## src/rtl/lc3_mem_pkg.sv

```systemverilog
// Shared constants for the LC-3 memory port arbiter: FSM state encoding and default widths.
package lc3_mem_pkg;

  localparam int unsigned DATASIZE_W = 16;
  localparam int unsigned ADDRSIZE_W = 16;

  typedef logic [1:0] state_t;

  localparam state_t ST_IDLE = 2'd0;
  localparam state_t ST_BUSY = 2'd1;
  localparam state_t ST_DONE = 2'd2;

endpackage

```

## src/rtl/mem_port_arbiter_rr_pick.sv

```systemverilog
// Round-robin picker: first set request bit scanning upward from ptr_i, wrapping modulo NREQ.
module rr_pick #(
  parameter int unsigned NREQ    = 2,
  parameter int unsigned SELSIZE = 1
) (
  input  logic [NREQ-1:0]    req_i,
  input  logic [SELSIZE-1:0] ptr_i,
  output logic [SELSIZE-1:0] idx_o,
  output logic               valid_o
);

  logic [SELSIZE-1:0] cand;

  always_comb begin
    idx_o   = '0;
    valid_o = 1'b0;
    cand    = '0;
    for (int unsigned k = 0; k < NREQ; k++) begin
      cand = SELSIZE'((32'(ptr_i) + k) % NREQ);
      if (!valid_o && req_i[cand]) begin
        valid_o = 1'b1;
        idx_o   = cand;
      end
    end
  end

endmodule

```

## src/rtl/mem_port_arbiter.sv

```systemverilog
// Serialises NREQ requesters onto the single ready-handshaked LC-3 memory port with a
// round-robin grant; rsel steers read data back through the existing demux.
module mem_port_arbiter
  import lc3_mem_pkg::*;
#(
  parameter int unsigned NREQ     = 2,
  parameter int unsigned SELSIZE  = 1,
  parameter int unsigned DATASIZE = DATASIZE_W,
  parameter int unsigned ADDRSIZE = ADDRSIZE_W
) (
  input  logic                     clk,
  input  logic                     rst,
  input  logic [NREQ-1:0]          req,
  input  logic [NREQ-1:0]          we,
  input  logic [NREQ*ADDRSIZE-1:0] addr,
  input  logic [NREQ*DATASIZE-1:0] wdata,
  output logic [NREQ-1:0]          gnt,
  output logic [NREQ-1:0]          done,
  output logic [DATASIZE-1:0]      rdata,
  output logic [SELSIZE-1:0]       rsel,
  output logic                     mem_en,
  output logic                     mem_we,
  output logic [ADDRSIZE-1:0]      mem_addr,
  output logic [DATASIZE-1:0]      mem_wdata,
  input  logic [DATASIZE-1:0]      mem_rdata,
  input  logic                     mem_r
);

  state_t                state_q, state_d;
  logic [SELSIZE-1:0]    ptr_q, ptr_d;
  logic [NREQ-1:0]       gnt_q, gnt_d;
  logic [NREQ-1:0]       done_q, done_d;
  logic [DATASIZE-1:0]   rdata_q, rdata_d;
  logic [SELSIZE-1:0]    rsel_q, rsel_d;
  logic                  mem_en_q, mem_en_d;
  logic                  mem_we_q, mem_we_d;
  logic [ADDRSIZE-1:0]   mem_addr_q, mem_addr_d;
  logic [DATASIZE-1:0]   mem_wdata_q, mem_wdata_d;

  logic [SELSIZE-1:0]    pick_idx;
  logic                  pick_valid;

  rr_pick #(
    .NREQ    (NREQ),
    .SELSIZE (SELSIZE)
  ) u_rr_pick (
    .req_i   (req),
    .ptr_i   (ptr_q),
    .idx_o   (pick_idx),
    .valid_o (pick_valid)
  );

  // State and registered outputs; reset abandons any in-flight access.
  always_ff @(posedge clk or posedge rst) begin
    if (rst) begin
      state_q     <= ST_IDLE;
      ptr_q       <= '0;
      gnt_q       <= '0;
      done_q      <= '0;
      rdata_q     <= '0;
      rsel_q      <= '0;
      mem_en_q    <= 1'b0;
      mem_we_q    <= 1'b0;
      mem_addr_q  <= '0;
      mem_wdata_q <= '0;
    end else begin
      state_q     <= state_d;
      ptr_q       <= ptr_d;
      gnt_q       <= gnt_d;
      done_q      <= done_d;
      rdata_q     <= rdata_d;
      rsel_q      <= rsel_d;
      mem_en_q    <= mem_en_d;
      mem_we_q    <= mem_we_d;
      mem_addr_q  <= mem_addr_d;
      mem_wdata_q <= mem_wdata_d;
    end
  end

  always_comb begin
    state_d = state_q;
    case (state_q)
      ST_IDLE: if (pick_valid) state_d = ST_BUSY;
      ST_BUSY: if (mem_r)      state_d = ST_DONE;
      ST_DONE:                 state_d = ST_IDLE;
      default:                 state_d = ST_IDLE;
    endcase
  end

  // Request fields are captured only on the IDLE grant, so BUSY ignores input changes.
  always_comb begin
    ptr_d       = ptr_q;
    gnt_d       = gnt_q;
    done_d      = done_q;
    rdata_d     = rdata_q;
    rsel_d      = rsel_q;
    mem_en_d    = mem_en_q;
    mem_we_d    = mem_we_q;
    mem_addr_d  = mem_addr_q;
    mem_wdata_d = mem_wdata_q;
    case (state_q)
      ST_IDLE: begin
        if (pick_valid) begin
          rsel_d      = pick_idx;
          mem_addr_d  = addr[32'(pick_idx) * ADDRSIZE +: ADDRSIZE];
          mem_wdata_d = wdata[32'(pick_idx) * DATASIZE +: DATASIZE];
          mem_we_d    = we[pick_idx];
          mem_en_d    = 1'b1;
          gnt_d       = NREQ'(1) << pick_idx;
        end
      end
      ST_BUSY: begin
        if (mem_r) begin
          if (!mem_we_q) rdata_d = mem_rdata;
          mem_en_d = 1'b0;
          done_d   = gnt_q;
          ptr_d    = (rsel_q == SELSIZE'(NREQ - 1)) ? '0 : rsel_q + SELSIZE'(1);
        end
      end
      ST_DONE: begin
        done_d = '0;
        gnt_d  = '0;
      end
      default: begin
        done_d   = '0;
        gnt_d    = '0;
        mem_en_d = 1'b0;
      end
    endcase
  end

  assign gnt       = gnt_q;
  assign done      = done_q;
  assign rdata     = rdata_q;
  assign rsel      = rsel_q;
  assign mem_en    = mem_en_q;
  assign mem_we    = mem_we_q;
  assign mem_addr  = mem_addr_q;
  assign mem_wdata = mem_wdata_q;

endmodule

```

## config.mk

```make
export PLATFORM = sky130hd
export DESIGN_NAME = mem_port_arbiter
export DESIGN_NICKNAME = d
export VERILOG_FILES = /design/src/rtl/lc3_mem_pkg.sv /design/src/rtl/mem_port_arbiter_rr_pick.sv /design/src/rtl/mem_port_arbiter.sv
export SDC_FILE = /design/constraint.sdc
export NUM_CORES = 1
export LEC_CHECK = 0
export ABC_AREA = 1
export ABC_CLOCK_PERIOD_IN_PS = 1700
export CORE_MARGIN = 5
export CORE_UTILIZATION = 36
export DETAILED_ROUTE_END_ITERATION = 12
export MAX_ROUTING_LAYER = met4
export PLACE_DENSITY = 0.76
export SLEW_MARGIN = 20
export SYNTH_ARGS = -nofsm -noshare
export SYNTH_HDL_FRONTEND = slang
export SYNTH_SLANG_ARGS = --single-unit
```

## constraint.sdc

```tcl
create_clock -name clk -period 1.7 [get_ports clk]
set_clock_uncertainty 0.05 [all_clocks]
set_input_delay 0.34 -clock clk [delete_from_list [all_inputs] [get_ports clk]]
set_output_delay 0.34 -clock clk [all_outputs]
set_load 0.005 [all_outputs]
```

==> reports/metrics.json <==
{
  "run_status": {"value": "finished, final reports clean"},
  "tritoncts.num_buffers": {"value": 9},
  "clk_pin_slew": {"value": 0.07, "unit": "ns"},
  "grt_start_max_net_pins": {"value": 59},
  "critPathSlowestCell": {"value": "sky130_fd_sc_hd__clkdlybuf4s50_1"},
  "post_synth_num_cell_types": {"value": 18},
  "final_count_of_pins_violating_max_slew": {"value": 0},
  "antenna_found_initial": {"value": 0},
  "criticalPathCategory": {"value": "register to primary output"},
  "layout.area.seq": {"value": 1451, "unit": "um^2"},
  "cellPowerDensity": {"value": 1492, "unit": "nW/um^2"},
  "clock.fmax": {"value": 615.8, "unit": "MHz"},
  "final_cell_area": {"value": 4623, "unit": "um^2"},
  "instance_area_at_placement": {"value": 4425, "unit": "um^2"},
  "dieArea": {"value": 9797, "unit": "um^2"},
  "grtUsageTotal": {"value": 17.71, "unit": "%"},
  "worstSetupEndpointType": {"value": "primary output"},
  "clk-insertion-delay-late": {"value": 0.33, "unit": "ns"},
  "place.gp.congestion": {"value": 0.8577},
  "power.ir.vdd_worst": {"value": 687.5, "unit": "uV"},
  "io_buffers": {"value": 141},
  "count_of_mapped_cells_out_of_synthesis": {"value": 383},
  "power.leakage": {"value": 2.398, "unit": "nW"},
  "period_needed": {"value": 1.624, "unit": "ns"},
  "route.detailed.wl_per_inst": {"value": 12.87, "unit": "um"},
  "synth-compound-area-share": {"value": 1.580, "unit": "%"},
  "floorplan.initialDensity": {"value": 36.88, "unit": "%"},
  "wl": {"value": 8.236, "unit": "mm"},
  "tns": {"value": 0, "unit": "ns"},
  "final-instance-count-excl-fill": {"value": 640},
  "layout_cells_sized_above_1": {"value": 7.063, "unit": "%"},
  "synth.area.mux_share": {"value": 0, "unit": "%"},
  "critical_path.n_buffers_inverters": {"value": 1},
  "yosys.area.top_type": {"value": "sky130_fd_sc_hd__dfrtp_1"},
  "dpl.hpwl": {"value": 6.226, "unit": "mm"},
  "critical_path.max_fanout": {"value": 3},
  "fp.dieW": {"value": 98.98, "unit": "um"},
  "maximum_level_of_the_cts_h_tree": {"value": 3},
  "drv.max_cap_violation_count": {"value": 0},
  "post_synth_and_or_nand_nor_area_fraction": {"value": 34.28, "unit": "%"},
  "fin_crit_sh": {"value": 95.52, "unit": "%"},
  "place.detailed.instances": {"value": 623},
  "worstPathArrival": {"value": 1.23, "unit": "ns"},
  "synth_fa_ha_area_share": {"value": 0, "unit": "%"},
  "worst_path_largest_cell_delay": {"value": 0.52, "unit": "ns"},
  "worst-endpoint-required": {"value": 1.31, "unit": "ns"},
  "first_global_vias": {"value": 2894},
  "fp.dieH": {"value": 98.98, "unit": "um"},
  "syn_to_final_growth": {"value": 62.20, "unit": "%"},
  "worst_slew_pin_slew": {"value": 0.3052, "unit": "ns"},
  "grt.overflow.total": {"value": 0},
  "number_of_endpoints_with_negative_hold_slack_in_the_final_report": {"value": 0},
  "avgSynthCellArea": {"value": 7.442, "unit": "um^2"},
  "core_region_area": {"value": 7727, "unit": "um^2"},
  "timing.critical_path.max_delay_family": {"value": "buffers and inverters"},
  "clock_sink_count": {"value": 58},
  "drc_violation_count_after_routing": {"value": 0},
  "synth.yosys.seq_area_share": {"value": 50.92, "unit": "%"},
  "routed_via_density": {"value": 4.486},
  "fp-row-count": {"value": 32},
  "synth_xor_xnor_area_share": {"value": 0, "unit": "%"},
  "post-synth-top-area-fraction": {"value": 50.92, "unit": "%"},
  "multi_input_comb_area": {"value": 1022, "unit": "um^2"},
  "final.hold.worst_slack": {"value": 0.3801, "unit": "ns"},
  "final_net_count": {"value": 620},
  "antenna-diode-count": {"value": 0},
  "max_slew_margin": {"value": 79.65, "unit": "%"},
  "setup_viol": {"value": 0},
  "synth_nets": {"value": 470},
  "critical_path.cell_chain": {"value": "clkdlybuf4s50_1"},
  "grt_setup_unrepaired": {"value": "no"},
  "number_of_filler_instances_in_the_final_layout": {"value": 670},
  "grt_first_pass_wirelength": {"value": 13.69, "unit": "mm"},
  "yosys_warnings": {"value": 0},
  "netlist_top_cells_area": {"value": "sky130_fd_sc_hd__dfrtp_1 51%, sky130_fd_sc_hd__nand2_1 20%, sky130_fd_sc_hd__nand3_1 12%, sky130_fd_sc_hd__inv_1 9.0%, sky130_fd_sc_hd__clkbuf_8 1.4%"},
  "io-pin-count": {"value": 142},
  "cts_tree": {"value": "done"},
  "drtPass1Iterations": {"value": 4},
  "synth-seq-cells": {"value": 58},
  "clk_root_buffer_cell": {"value": "sky130_fd_sc_hd__clkbuf_8"},
  "largest_family_of_logic_cells_by_synthesized_area": {"value": "simple AND/OR/NAND/NOR gates"},
  "cts-root-to-sink-buffers": {"value": 2},
  "count_of_routing_violations_after_the_opening_detailed_route_iteration": {"value": 93},
  "vias": {"value": 2871},
  "hold_path.class": {"value": "input port to asynchronous set/reset pin"},
  "critical_path.startpoint_type": {"value": "register"},
  "syn_std_cell_area": {"value": 2850, "unit": "um^2"},
  "antenna_violating_nets_post_route": {"value": 0}
}
-- registers in the layout (all words and copies together), names as in the netlist --
| register | cells |
|---|---|
| done | 2 |
| gnt | 2 |
| mem_en | 1 |
| ptr_q | 1 |
| rdata | 16 |
| mem_addr | 16 |
| state_q | 2 |
| mem_wdata | 16 |
| mem_we | 1 |
| rsel | 1 |
-- per-layer routing --
layer	share of wire, %	wire length [um]	GRT usage, %	up-vias
met5	0	0	-	-
met4	1.4	114	5.882	0
met3	8.5	704	5.308	12
met2	48	3925	28.00	111
met1	42	3492	21.69	1293
li1	-	-	-	1455
-- cell usage after synthesis --
master,number
sky130_fd_sc_hd__clkbuf_8,3
sky130_fd_sc_hd__nand3_4,1
sky130_fd_sc_hd__nand2_1,153
sky130_fd_sc_hd__inv_1,68
sky130_fd_sc_hd__buf_2,7
sky130_fd_sc_hd__dfrtp_1,58
sky130_fd_sc_hd__nor2_2,1
sky130_fd_sc_hd__buf_6,1
sky130_fd_sc_hd__buf_4,1
sky130_fd_sc_hd__o21ai_0,8
sky130_fd_sc_hd__nand3_1,67
sky130_fd_sc_hd__nor2_1,2
sky130_fd_sc_hd__inv_2,1
sky130_fd_sc_hd__nor2_4,1
sky130_fd_sc_hd__clkbuf_1,6
sky130_fd_sc_hd__nand2_2,1
sky130_fd_sc_hd__nand4_1,3
sky130_fd_sc_hd__a21oi_1,1
-- area by class of cell --
class                   count  area share, %
repair buffers            157          33.94
clock buffers              12          3.572
flip-flops and latches     58          31.39
multi-input cells         238          22.11
well taps                 102          2.760
clock inverters             4         0.5413
inverters                  69          5.683
-- final timing paths --
path / start / endpoint / slack, ns / depth (start not counted)
worst min-delay path: rst / rdata[15] / 0.38 / 3
max in group asynchronous: rst / mem_wdata[9] / 0.96 / 3
worst max register to register: state_q[1] / mem_addr[11] / 0.39 / 6
min in group clk: rdata[5] / rdata[5] / 0.42 / 2
worst min register to register: rdata[5] / rdata[5] / 0.42 / 2
worst max-delay path: mem_we / mem_we / 0.08 / 1
-- cells in the final DEF, fill, tap and decap left out, drive strengths merged, types with 4 or more instances in the layout --
cell / count
dfrtp: 58
clkdlybuf4s50: 141
o21ai: 8
inv: 68
nand2: 154
nand3: 68
clkbuf: 12
buf: 16
nor2: 4
-- logic make-up (layout without fill, tap and decap cells) --
kind of cell	count (synthesis)	after routing
buffers and inverters	87	242
flip-flops	58	58
AO/OA/AOI/OAI	9	9
AND/OR/NAND/NOR	229	229
-- what timing repair did --
item / in CTS / in global routing
setup endpoints to repair: 0 / 1
buffers inserted: 0 / 1
hold buffers: 0 / 0
resized for setup: 0 / 0
-- power by group --
group	switching [mW]	total [mW]	internal, mW
Sequential	0.393	2.45	2.06
Combinational	1.42	3.25	1.83
Clock	0.550	1.19	0.643
-- metrics by stage --
stage	worst slack, ns	power [mW]	util [%]
CTS	0.003532	6.984	59.73
global route	0.02520	7.473	59.83
global placement	0.01415	5.675	57.27
finish	0.07615	6.896	59.83
detailed placement	-0.04860	5.755	57.27
floorplan	0.4037	3.811	-
Note: power is estimated with default switching activity, not from simulation.
